===== config.mk =====
export PLATFORM = sky130hd
export DESIGN_NAME = regfile_write_scheduler
export DESIGN_NICKNAME = d
export VERILOG_FILES = /design/src/rtl/regfile_write_scheduler.sv
export SDC_FILE = /design/constraint.sdc
export NUM_CORES = 1
export LEC_CHECK = 0
export CAP_MARGIN = 40
export CORE_ASPECT_RATIO = 0.9
export CORE_UTILIZATION = 37
export DETAILED_ROUTE_END_ITERATION = 16
export PLACE_DENSITY = 0.85
export REMOVE_ABC_BUFFERS = 1
export SLEW_MARGIN = 40
export SYNTH_ARGS = -nofsm -noshare
export SYNTH_HDL_FRONTEND = slang
export SYNTH_SLANG_ARGS = --single-unit

===== constraint.sdc =====
create_clock -name clock -period 1.56 [get_ports clock]
set_input_delay 0.156 -clock clock [delete_from_list [all_inputs] [get_ports clock]]
set_output_delay 0.156 -clock clock [all_outputs]
set_load 0.03 [all_outputs]

===== src/rtl/regfile_write_scheduler.sv =====
// regfile_write_scheduler
//
// Purpose:
//   Arbitrates register-file write-back between the ALU result path and the
//   load (data-memory) path onto the single register-file write port. The
//   arbiter is round-robin with one grant per cycle. The write port is
//   registered, so a request accepted in cycle N is written in cycle N+1.
//   Writes to x0 complete their handshake but never raise rWrite.
//
// Optional feature (macro WB_SCOREBOARD_EN):
//   When the macro is defined, the block keeps one busy bit per register.
//   issue_valid/issue_rd set a busy bit, and a write-back transfer clears it.
//   stall reports a pending source operand to decode. When the macro is
//   undefined, no busy storage is built and stall is tied to 0. The port list
//   is the same in both builds.
//
// Ports:
//   clock, reset          rising-edge clock; asynchronous active-low reset
//   alu_valid/ready/rd/data  ALU write-back requester
//   mem_valid/ready/rd/data  load write-back requester
//   rWrite, rsWrite, dataWrite  registered register-file write port
//   last_grant            requester of the last transfer (0 = ALU, 1 = MEM)
//   issue_valid, issue_rd decode issues a producer of issue_rd
//   rs1, rs2              decode source operands
//   stall                 a source operand is still pending write-back
//
// Handshake: a transfer happens on a rising edge where valid && ready are
// both high. ready is high only for the granted requester and may depend on
// valid. A requester must not make valid depend on ready. It must hold valid,
// rd and data stable until it sees ready.

module regfile_write_scheduler #(
    parameter int DATA_WIDTH = 32,
    parameter int ADDR_WIDTH = 5
) (
    input  logic                  clock,
    input  logic                  reset,
    input  logic                  alu_valid,
    output logic                  alu_ready,
    input  logic [ADDR_WIDTH-1:0] alu_rd,
    input  logic [DATA_WIDTH-1:0] alu_data,
    input  logic                  mem_valid,
    output logic                  mem_ready,
    input  logic [ADDR_WIDTH-1:0] mem_rd,
    input  logic [DATA_WIDTH-1:0] mem_data,
    output logic                  rWrite,
    output logic [ADDR_WIDTH-1:0] rsWrite,
    output logic [DATA_WIDTH-1:0] dataWrite,
    output logic                  last_grant,
    input  logic                  issue_valid,
    input  logic [ADDR_WIDTH-1:0] issue_rd,
    input  logic [ADDR_WIDTH-1:0] rs1,
    input  logic [ADDR_WIDTH-1:0] rs2,
    output logic                  stall
);

    localparam int NUM_REGS = 2 ** ADDR_WIDTH;

    logic                  gnt_alu;
    logic                  gnt_mem;
    logic                  xfer;
    logic [ADDR_WIDTH-1:0] sel_rd;
    logic [DATA_WIDTH-1:0] sel_data;

    // Round-robin grant. When both requesters are valid, the requester that
    // did not win last time is granted. last_grant resets to MEM, so ALU
    // wins the first contended cycle. Grants are gated by reset so that ready
    // stays low for the whole time reset is asserted.
    always_comb begin
        gnt_alu = 1'b0;
        gnt_mem = 1'b0;
        if (reset) begin
            if (alu_valid && mem_valid) begin
                gnt_alu = last_grant;
                gnt_mem = ~last_grant;
            end else begin
                gnt_alu = alu_valid;
                gnt_mem = mem_valid;
            end
        end
    end

    assign alu_ready = gnt_alu;
    assign mem_ready = gnt_mem;
    assign xfer      = gnt_alu | gnt_mem;
    assign sel_rd    = gnt_mem ? mem_rd   : alu_rd;
    assign sel_data  = gnt_mem ? mem_data : alu_data;

    // Registered write port. Index and data hold between transfers. The
    // enable is a single-cycle pulse for each transfer that is not to x0.
    always_ff @(posedge clock or negedge reset) begin
        if (!reset) begin
            rWrite     <= 1'b0;
            rsWrite    <= '0;
            dataWrite  <= '0;
            last_grant <= 1'b1;
        end else if (xfer) begin
            rWrite     <= (sel_rd != '0);
            rsWrite    <= sel_rd;
            dataWrite  <= sel_data;
            last_grant <= gnt_mem;
        end else begin
            rWrite     <= 1'b0;
        end
    end

`ifdef WB_SCOREBOARD_EN
    // Busy bit per register. Bit 0 is never set, so it stays at its reset
    // value of 0.
    logic [NUM_REGS-1:0] busy;

    // The clear is written before the set, so a same-cycle issue to the
    // register being retired leaves it busy. The newer producer is still
    // outstanding.
    always_ff @(posedge clock or negedge reset) begin
        if (!reset) begin
            busy <= '0;
        end else begin
            if (xfer && (sel_rd != '0)) begin
                busy[sel_rd] <= 1'b0;
            end
            if (issue_valid && (issue_rd != '0)) begin
                busy[issue_rd] <= 1'b1;
            end
        end
    end

    // stall uses only the registered busy bits. A clear in the same cycle is
    // not forwarded, so decode waits one extra cycle after the write-back.
    assign stall = ((rs1 != '0) && busy[rs1]) || ((rs2 != '0) && busy[rs2]);
`else
    // Scoreboard inputs are deliberately ignored in this build.
    logic unused_sb_inputs;
    assign unused_sb_inputs = &{1'b0, issue_valid, issue_rd, rs1, rs2};
    assign stall = 1'b0;
`endif

endmodule


# After elaboration in Yosys (flattened, before gate mapping)

Cells that the tools add are included.

Input bits: 94
Output and inout port bits: 42
Flip-flop bits (word level): 39
Logic and storage cells: 15

Reduce and logical (&&, ||, !) cells: 2
Bitwise operators: 2
Mux-type cells: 7

Operators with widths:

| cell               | number |
|---|---|
| two-way mux 32 bit | 1 |
| two-way mux 1 bit  | 5 |
| two-way mux 5 bit  | 1 |
| nonzero test 5 bit | 1 |
| logical AND 1 bit  | 1 |
| NOT 1 bit          | 1 |
| bitwise OR 1 bit   | 1 |

# Logic depth before layout (Yosys ltp)

Word-level depth: 6
Depth in mapped cells: 5
Gate-level depth less buffers: 4

# Least setup slack after synthesis

OpenSTA, ideal clock, no wires.

Kind: register to output
From: register last_grant
To: output port alu_ready
Arrival time: 1642 ps
Path slack: -238 ps
Path buffers: 1
Cell stages (with the launch flop): 6
Cells stage by stage: dfstp_2 > and2_4 > buf_6 > or2_1 > inv_1 > nor2_1

Longest elaborated chain between the ends: 2

RTL lines:

| what                   | line | text |
|---|---|---|
| start, declared        | 49   | `output logic last_grant,` |
| start signal, assigned | 101  | `last_grant <= gnt_mem;` |
| two-way mux 1 bit      | 73   | `if (alu_valid && mem_valid) begin` |
| two-way mux 1 bit      | 72   | `if (reset) begin` |
| end, declared          | 39   | `output logic alu_ready,` |

Every way passes these cells.

# Worst setup path after layout

Ends and elaborated chain as after synthesis.

==> flow_metrics.tcl <==
set metrics [dict create \
    status "complete, no violations" \
    grt_max_degree 41 \
    setup_viol 0 \
    wl_met3_um 558 \
    synth_cells 235 \
    path_clk_slew_ns 0.08 \
    ys_ff_latch 39 \
    fin_skew_ns 0.0103 \
    finish.utilization_pct 64.7 \
    pin_count 136 \
    synth_top_area_share_pct 44.5 \
    areaGrowthSynthToFinish_pct 63.8 \
    r2r-start "last_grant" \
    cts.sinks 39 \
    n_antenna_cell 0 \
    gp_congestion 0.693 \
    core-area_um2 5410 \
    synth_xor_area_share_pct 0 \
    port_buffers 118 \
    max_cap_viol_count 0 \
    syn_area_um2 2140 \
    synth_top_family_by_area "compound AO/OA/AOI/OAI gates" \
    met1_length_um 2960 \
    insertion_delay_ns 0.29 \
    power_mw 3.35 \
    crit_type "reg -> out" \
    irDropWorstVdd_v 0.000546 \
    avgRoutedWirePerCell_um 16.7 \
    yosys.area_share.simple_pct 9.01 \
    drc 0 \
    crit_start "last_grant" \
    wl_um 6880 \
    cp.arrival_ns 1.38 \
    wl_met2_um 3320 \
    cts_buffers 5 \
    ys_seq_area_share_pct 45.7 \
    muxShareOfSynthArea_pct 0 \
    syn_avg_cell_area_um2 9.10 \
    overflow 0 \
    clockBufferDepth 2 \
    cts_tree "done" \
    final_cell_mix "clkdlybuf4s50_1, nor2_1, o21ai_0, dfrtp_1" \
    die_h_um 74.1 \
    max-slew-margin-rel_pct 55.5 \
    worstPathMaxFanout 3 \
    synth_compound_area_share_pct 36.0 \
    viasPerCell 5.82 \
    powerDensity_nw_per_um2 956 \
    hold_violations 0 \
    fin_crit_sh_pct 98.7 \
    cp-end-kind "output port" \
    start_kind "flip-flop" \
    synth_largest_area_cell "dfrtp_1" \
    min_period_ns 1.54 \
    grt_pass1_wl_um 10400 \
    grt_pass1_vias 2166 \
    final_nets 439 \
    min_path_type "in -> async" \
    place.detailed.hpwl_um 4750 \
    cp_data_required_time_ns 1.40 \
    dieArea_um2 6090 \
    num-fill-cells 458 \
    mostFrequentLayoutCell "clkdlybuf4s50_1" \
    r2r_slack_ns 0.17 \
    p_leak_nw 1.31 \
    yosys_warnings 0 \
    top_layer "met4" \
    htree_levels 2 \
    antenna_found_initial 0 \
    synth_adder_area_share_pct 0 \
    rsz0062_at_grt "yes" \
    vias 2405 \
    ant_nets 0 \
    layout-drive-gt1-share_pct 10.1 \
    slew_violations 0 \
    clockRootBuffer "clkbuf_8" \
    fmax_mhz 650 \
    grt_usage_pct 22.4 \
    start_util_pct 39.5 \
    synth.distinct_cells 22 \
    drt_iter0_drc 130 \
    tightest_slew_ns 0.666 \
    firstDrtPassIters 4 \
    rows 25 \
    synth.area.top_cells "dfrtp_1, o2111ai_1, a31oi_1" \
    die_w_um 82.1 \
]
[power by group]
group	switching, mW	total, mW	internal, mW
logic	0.682	1.25	0.567
registers	0.0764	1.23	1.15
clock network	0.352	0.870	0.518
total	1.11	3.35	2.24
[cell usage after synthesis]
cell type,count
nor2_1,39
dfrtp_1,38
o21ai_0,38
a31oi_1,37
o2111ai_1,37
buf_2,17
buf_4,9
clkbuf_1,3
buf_1,2
inv_1,2
or4_1,2
a211oi_2,1
and2_4,1
buf_6,1
conb_1,1
dfstp_2,1
inv_2,1
nand2_1,1
nor4_2,1
o21a_1,1
o21ai_1,1
or2_1,1
[kinds of logic (layout without fill, tap and decap cells)]
family / count (synthesis) / count (layout)
other: 1 / 1
AND/OR/NAND/NOR: 45 / 45
AO/OA/AOI/OAI: 115 / 115
flip-flops: 39 / 39
buffers and inverters: 35 / 146
[state kept, by name, indices dropped and copies added (netlist names)]
| name | flops |
|---|---|
| dataWrite | 32 |
| rsWrite | 5 |
| last_grant | 1 |
| rWrite | 1 |
[layout make-up]
cell class | count | area [um^2] | share of cell area, %
clock inverters | 2 | 35.0 | 1.00
well taps | 67 | 83.8 | 2.39
inverters | 3 | 11.3 | 0.321
flip-flops and latches | 39 | 977 | 27.9
clock buffers | 6 | 82.6 | 2.36
repair buffers | 135 | 1340 | 38.3
multi-input cells | 161 | 971 | 27.7
[repair_timing]
| item | CTS | global route |
|---|---|---|
| resized for setup | 2 | 3 |
| pin swaps | 1 | 1 |
| endpoints found under the hold margin | 13 | 0 |
| hold buffers | 1 | 0 |
| setup buffers | 1 | 1 |
| endpoints found under the setup margin | 3 | 7 |
[worst paths after layout]
kind / end / depth (start not counted)
worst max-delay path: alu_ready / 5
worst min-delay path: dataWrite[20] / 2
worst max register to register: dataWrite[4] / 5
worst min register to register: dataWrite[27] / 2
max in group asynchronous: last_grant / 3
min in group clock: dataWrite[14] / 3
[per-stage QoR]
stage	worst slack, ns	hold slack, ns	cell area (um^2)	setup TNS (ns)	instances
6_report	0.0207	0.00686	3500	0	413
5_1_grt	-0.0388	0.00274	3500	-0.0388	413
4_1_cts	0.000844	0.00999	3490	0	412
3_5_place_dp	-0.149	0.0202	3350	-2.78	402
3_3_place_gp	-0.0348	0.0196	3350	-0.297	402
2_1_floorplan	-0.307	-0.140	1960	-7.80	203
[worst max-delay path, cell delays in order (launching register included)]
cell	delay, ns
dfstp_2	0.54
and2_4	0.14
or2_4	0.13
inv_2	0.03
nor2_1	0.08
buf_4	0.17
[layer usage]
metal | up-vias | global-route usage (%)
li1 | 1131 | -
met1 | 1157 | 29.7
met2 | 111 | 37.0
met3 | 6 | 5.15
met4 | 0 | 5.26
met5 | - | 0
(Power assumes the default switching activity.)
==> edit 1: new RTL, config.mk and constraints unchanged <==
Add a define of `WB_SCOREBOARD_EN`.
--- a/src/rtl/regfile_write_scheduler.sv
+++ b/src/rtl/regfile_write_scheduler.sv
@@ -28,6 +28,8 @@
 // both high. ready is high only for the granted requester and may depend on
 // valid. A requester must not make valid depend on ready. It must hold valid,
 // rd and data stable until it sees ready.
+
+`define WB_SCOREBOARD_EN
 
 module regfile_write_scheduler #(
     parameter int DATA_WIDTH = 32,
Check against the original RTL: not equivalent (Yosys sat finds a counterexample within 4 cycles, from zero or initial values and one cycle with reset low).
==> edit 1 against the unedited design <==
- sequential cell count is 32 higher
- routed wire length grew to 2.7 times the old value
- the run now ends with setup timing left
- largest power group unchanged
- area after synthesis is 85% higher
- register-to-register slack worse by 0.52 ns
- utilization is 9.0 points higher
- final area is 120% higher
- fmax is 30% lower
- critical path type is now in -> out
- hold slack better by 0.043 ns
- total power is 130% higher
- setup slack worse by 0.67 ns
- synthesized cell count is 84% higher
- critical path depth is 3 higher
==> edit 1: results (changes against the unedited design) <==
stage	metric	value	unit	change
timing	setup_tns	-14.87	ns	was 0 ns
status	failing checks	setup timing		
finish	nets@finish	753		was 439
finish	share of post-route cells with drive strength above 1	0.368		was 0.101
critical_path	FF-to-FF End	busy[13]$_DFF_PN0_		was dataWrite[4]$_DFFE_PN0P_
cts	worst skew pair latency	0.33	ns	was 0.29 ns
pwr	Comb power frac	0.391		was 0.373
timing	worst setup margin	-0.647	ns	was 0.0207 ns
drt	DRT Pass-1 Iters	5		was 4
placed_design	port bufs	135		was 118
timing	Finish-stage setup viols	71		was 0
logic_synthesis	Post-Synthesis Cells	433		was 235
placed_design	placed instance area	5940	um2	was 3350 um2
placed_design	Routability Congestion	0.964		was 0.693
critical_path	R2R setup slack	-0.35	ns	was 0.17 ns
grt	largest net degree at the start of global routing	66		was 41
logic_synthesis	mux share of post-synthesis cell area	0.0958		was 0
finish	# fillers	599		was 458
status	status	finished, violations left		was completed
pwr	Clock power frac	0.289		was 0.260
critical_path	FF-to-FF path depth	8		was 5
timing	Max-slew headroom	0.512		was 0.555
grt	global-route wire length before repair	25.8	mm	was 10.4 mm
drt	Avg WL per Cell	23.7	um	was 16.7 um
critical_path	crit-path max FO	9		was 3
pwr	LEAKAGE	3.26	nW	was 1.31 nW
grt	vias in the first global route	4871		was 2166
pwr	Int Power	5.13	mW	was 2.24 mW
[edit 1: cell types whose count changed in the layout (fill, tap and decap cells not counted), sizes merged, moves of 8 or more]
cell and change:
buf +96, clkdlybuf4s50 -8, dfrtp +32, dlymetal6s2s +19
mux4 +10, nand2 +79, o2111ai -36, o31ai +24
[edit 1: critical path, stage by stage]
cell and delay (ns):
clkdlybuf4s50_1 0.52, buf_4 0.19, nand2b_1 0.14, o22ai_1 0.10, nor4b_1 0.58, nor4_4 0.09, nand4_1 0.13, buf_6 0.14
[edit 1: cell type report]
| class | instances | area [um2] | share of cell area |
|---|---|---|---|
| multi-input cells | 318 | 2700 | 0.356 |
| repair buffers | 248 | 2590 | 0.341 |
| flip-flops and latches | 71 | 1780 | 0.234 |
| clock buffers | 11 | 243 | 0.0320 |
| well taps | 129 | 161 | 0.0213 |
| clock inverters | 4 | 70.1 | 0.00923 |
| inverters | 11 | 45.0 | 0.00594 |
[edit 1: metal layers]
layer / GRT usage / part of all wire / vias up / wire [um]
li1: - / - / 2052 / -
met1: 0.358 / 0.36 / 2350 / 6760
met2: 0.516 / 0.48 / 361 / 9050
met3: 0.0773 / 0.10 / 99 / 1890
met4: 0.161 / 0.056 / 0 / 1060
met5: 0 / 0 / - / 0
[edit 1: worst max-delay path by stage]
stage / startpoint / to / slack (ns)
detailed placement: rs2[3] / stall / -1.06
global placement: rs2[3] / stall / -1.06
CTS: busy[2]$_DFF_PN0_ / stall / -0.57
global route: busy[4]$_DFF_PN0_ / stall / -0.69
finish: rs2[0] / stall / -0.65
floorplan: last_grant$_DFFE_PN1P_ / busy[28]$_DFF_PN0_ / -1.18
==> edit 2: new RTL, same settings <==
Without the edit above. The parameter `ADDR_WIDTH` goes from 5 to 6.
--- a/src/rtl/regfile_write_scheduler.sv
+++ b/src/rtl/regfile_write_scheduler.sv
@@ -31,7 +31,7 @@
 
 module regfile_write_scheduler #(
     parameter int DATA_WIDTH = 32,
-    parameter int ADDR_WIDTH = 5
+    parameter int ADDR_WIDTH = 6
 ) (
     input  logic                  clock,
     input  logic                  reset,
Interface: changed (6 resized); port bits go from 136 to 142. No check against the original RTL was run, so the function may have changed too.
==> edit 2 against the unedited design <==
- routed wire length up 0.99%
- sequential cell count up 1
- setup slack better by 0.018 ns
- non-clock buffer count up 2
- total power down 2.3%
- largest power group is now sequential cells
- final area up 1.3%
- area after synthesis up 1.3%
- largest cell class unchanged
==> edit 2: results (changes against the unedited design) <==
stage	metric	value	unit	change
grt	global-route wire length before repair	10.8	mm	was 10.4 mm
finish	# fillers	514		was 458
logic_synthesis	synth cell count leaders	o21ai_0 (40), dfrtp_1 (39), a31oi_1 (38), nor2_1 (38), o2111ai_1 (38)		was nor2_1 (39), dfrtp_1 (38), o21ai_0 (38)
cts	Post-CTS Setup Bufs	0		was 1
drt	vias	2390		was 2405
grt	GRT Overall Usage	0.233		was 0.224
placed_design	placed instance area	3420	um2	was 3350 um2
cts	worst skew pair latency	0.29	ns	about the same
logic_synthesis	post-synth cell types	20		was 22
timing	Final Skew	0.00738	ns	was 0.0103 ns
critical_path	R2R setup slack	0.21	ns	was 0.17 ns
logic_synthesis	Synth Warn #	0		unchanged
critical_path	crit-path max FO	5		was 3
logic_synthesis	Synth Area in Compound Gates	0.362		was 0.360
critical_path	critical path's top delay family	flip-flops		unchanged
drt	total length of routed wires	6.95	mm	was 6.88 mm
finish	nets@finish	451		was 439
timing	Finish-stage setup viols	0		unchanged
logic_synthesis	Post-Synthesis Cells	242		was 235
finish	largest registers	dataWrite (32), rsWrite (6)		was dataWrite (32), rsWrite (5)
finish	ANT cells	0		unchanged
drt	DRT iter0 DRCs	71		was 130
logic_synthesis	register area share after synthesis	0.462		was 0.457
logic_synthesis	Most used DFF post-synth	dfrtp_1		unchanged
placed_design	hpwl dp	4.69	mm	was 4.75 mm
placed_design	port bufs	121		was 118
pwr	peak supply drop	0.496	mV	was 0.546 mV
finish	final cell count without fillers	422		was 413
critical_path	CP max stage cell	dfstp_2		unchanged
placed_design	pre-CTS setup slack	0.00345	ns	was -0.149 ns
placed_design	Routability Congestion	0.774		was 0.693
timing	hold_ws	0.240	ns	was 0.00686 ns
critical_path	Arr. time, crit path	1.36	ns	was 1.38 ns
critical_path	CP peak stage delay	0.57	ns	was 0.54 ns
worst_hold_path	HP Class	in -> reg		was in -> async
cts	CTS clk-pin slew, worst paths	0.08	ns	about the same
drt	DRT Pass-1 Iters	4		unchanged
logic_synthesis	Post-Synth Adder-Cell Area	0		unchanged
pwr	LEAKAGE	1.31	nW	about the same
grt	vias in the first global route	2259		was 2166
grt	largest net degree at the start of global routing	46		was 41
finish	share of post-route cells with drive strength above 1	0.0795		was 0.101
placed_design	Post-Place Cells	413		was 402
timing	highest clock rate	0.657	GHz	was 0.650 GHz
cts	CTS H-tree lvls	2		unchanged
status	status	completed		unchanged
logic_synthesis	mux share of post-synthesis cell area	0		unchanged
worst_hold_path	worst hold stages	3		
logic_synthesis	Area contributors post-synth	dfrtp_1 (45%), o2111ai_1 (15%), a31oi_1 (11%), o21ai_0 (9.2%), nor2_1 (6.6%)		was dfrtp_1 (44%), o2111ai_1 (15%), a31oi_1 (11%), o21ai_0 (8.9%), nor2_1 (6.8%)
cts	Root Driver	clkbuf_8		unchanged
edit 2: final cells by class:
class / count / area (um2) / share of cell area
Sequential cell: 40 / 1000 / 0.282
Inverter: 4 / 17.5 / 0.00494
Tap cell: 70 / 87.6 / 0.0247
Timing Repair Buffer: 137 / 1370 / 0.386
Clock buffer: 7 / 96.3 / 0.0272
Multi-Input combinational cell: 164 / 976 / 0.275
edit 2: stage by stage:
stage / utilization / setup TNS [ns]
after floorplan: - / -10.76
after global placement: 0.605 / 0
after detailed placement: 0.605 / 0
after CTS: 0.625 / 0
after global routing: 0.627 / -0.0128
final: 0.627 / 0
edit 2: metal layers:
layer | up-vias | routed length (um) | track usage
met3 | 7 | 484 | 0.0528
met1 | 1136 | 3020 | 0.286
met2 | 95 | 3380 | 0.406
met5 | - | 0 | 0
met4 | 0 | 66 | 0.0709
li1 | 1152 | - | -
edit 2: path summary, 6_finish.rpt:
path,start,endpoint
setup / recovery,last_grant$_DFFE_PN1P_,alu_ready
hold / removal,reset,dataWrite[14]$_DFFE_PN0P_
setup reg to reg,last_grant$_DFFE_PN1P_,dataWrite[18]$_DFFE_PN0P_
hold reg to reg,dataWrite[19]$_DFFE_PN0P_,dataWrite[19]$_DFFE_PN0P_
max in group asynchronous,reset,last_grant$_DFFE_PN1P_
min in group asynchronous,reset,dataWrite[14]$_DFFE_PN0P_
edit 2: what timing repair did:
action / CTS / global route
resized for setup: 2 / 4
endpoints found under the setup margin: 2 / 2
hold buffers: 2 / 0
endpoints found under the hold margin: 9 / 0
edit 2: where the power goes:
group	internal, mW	switching, mW	leakage [nW]	total, mW
registers	1.18	0.0815	0.447	1.26
logic	0.573	0.689	0.814	1.26
clock network	0.394	0.351	0.0503	0.745
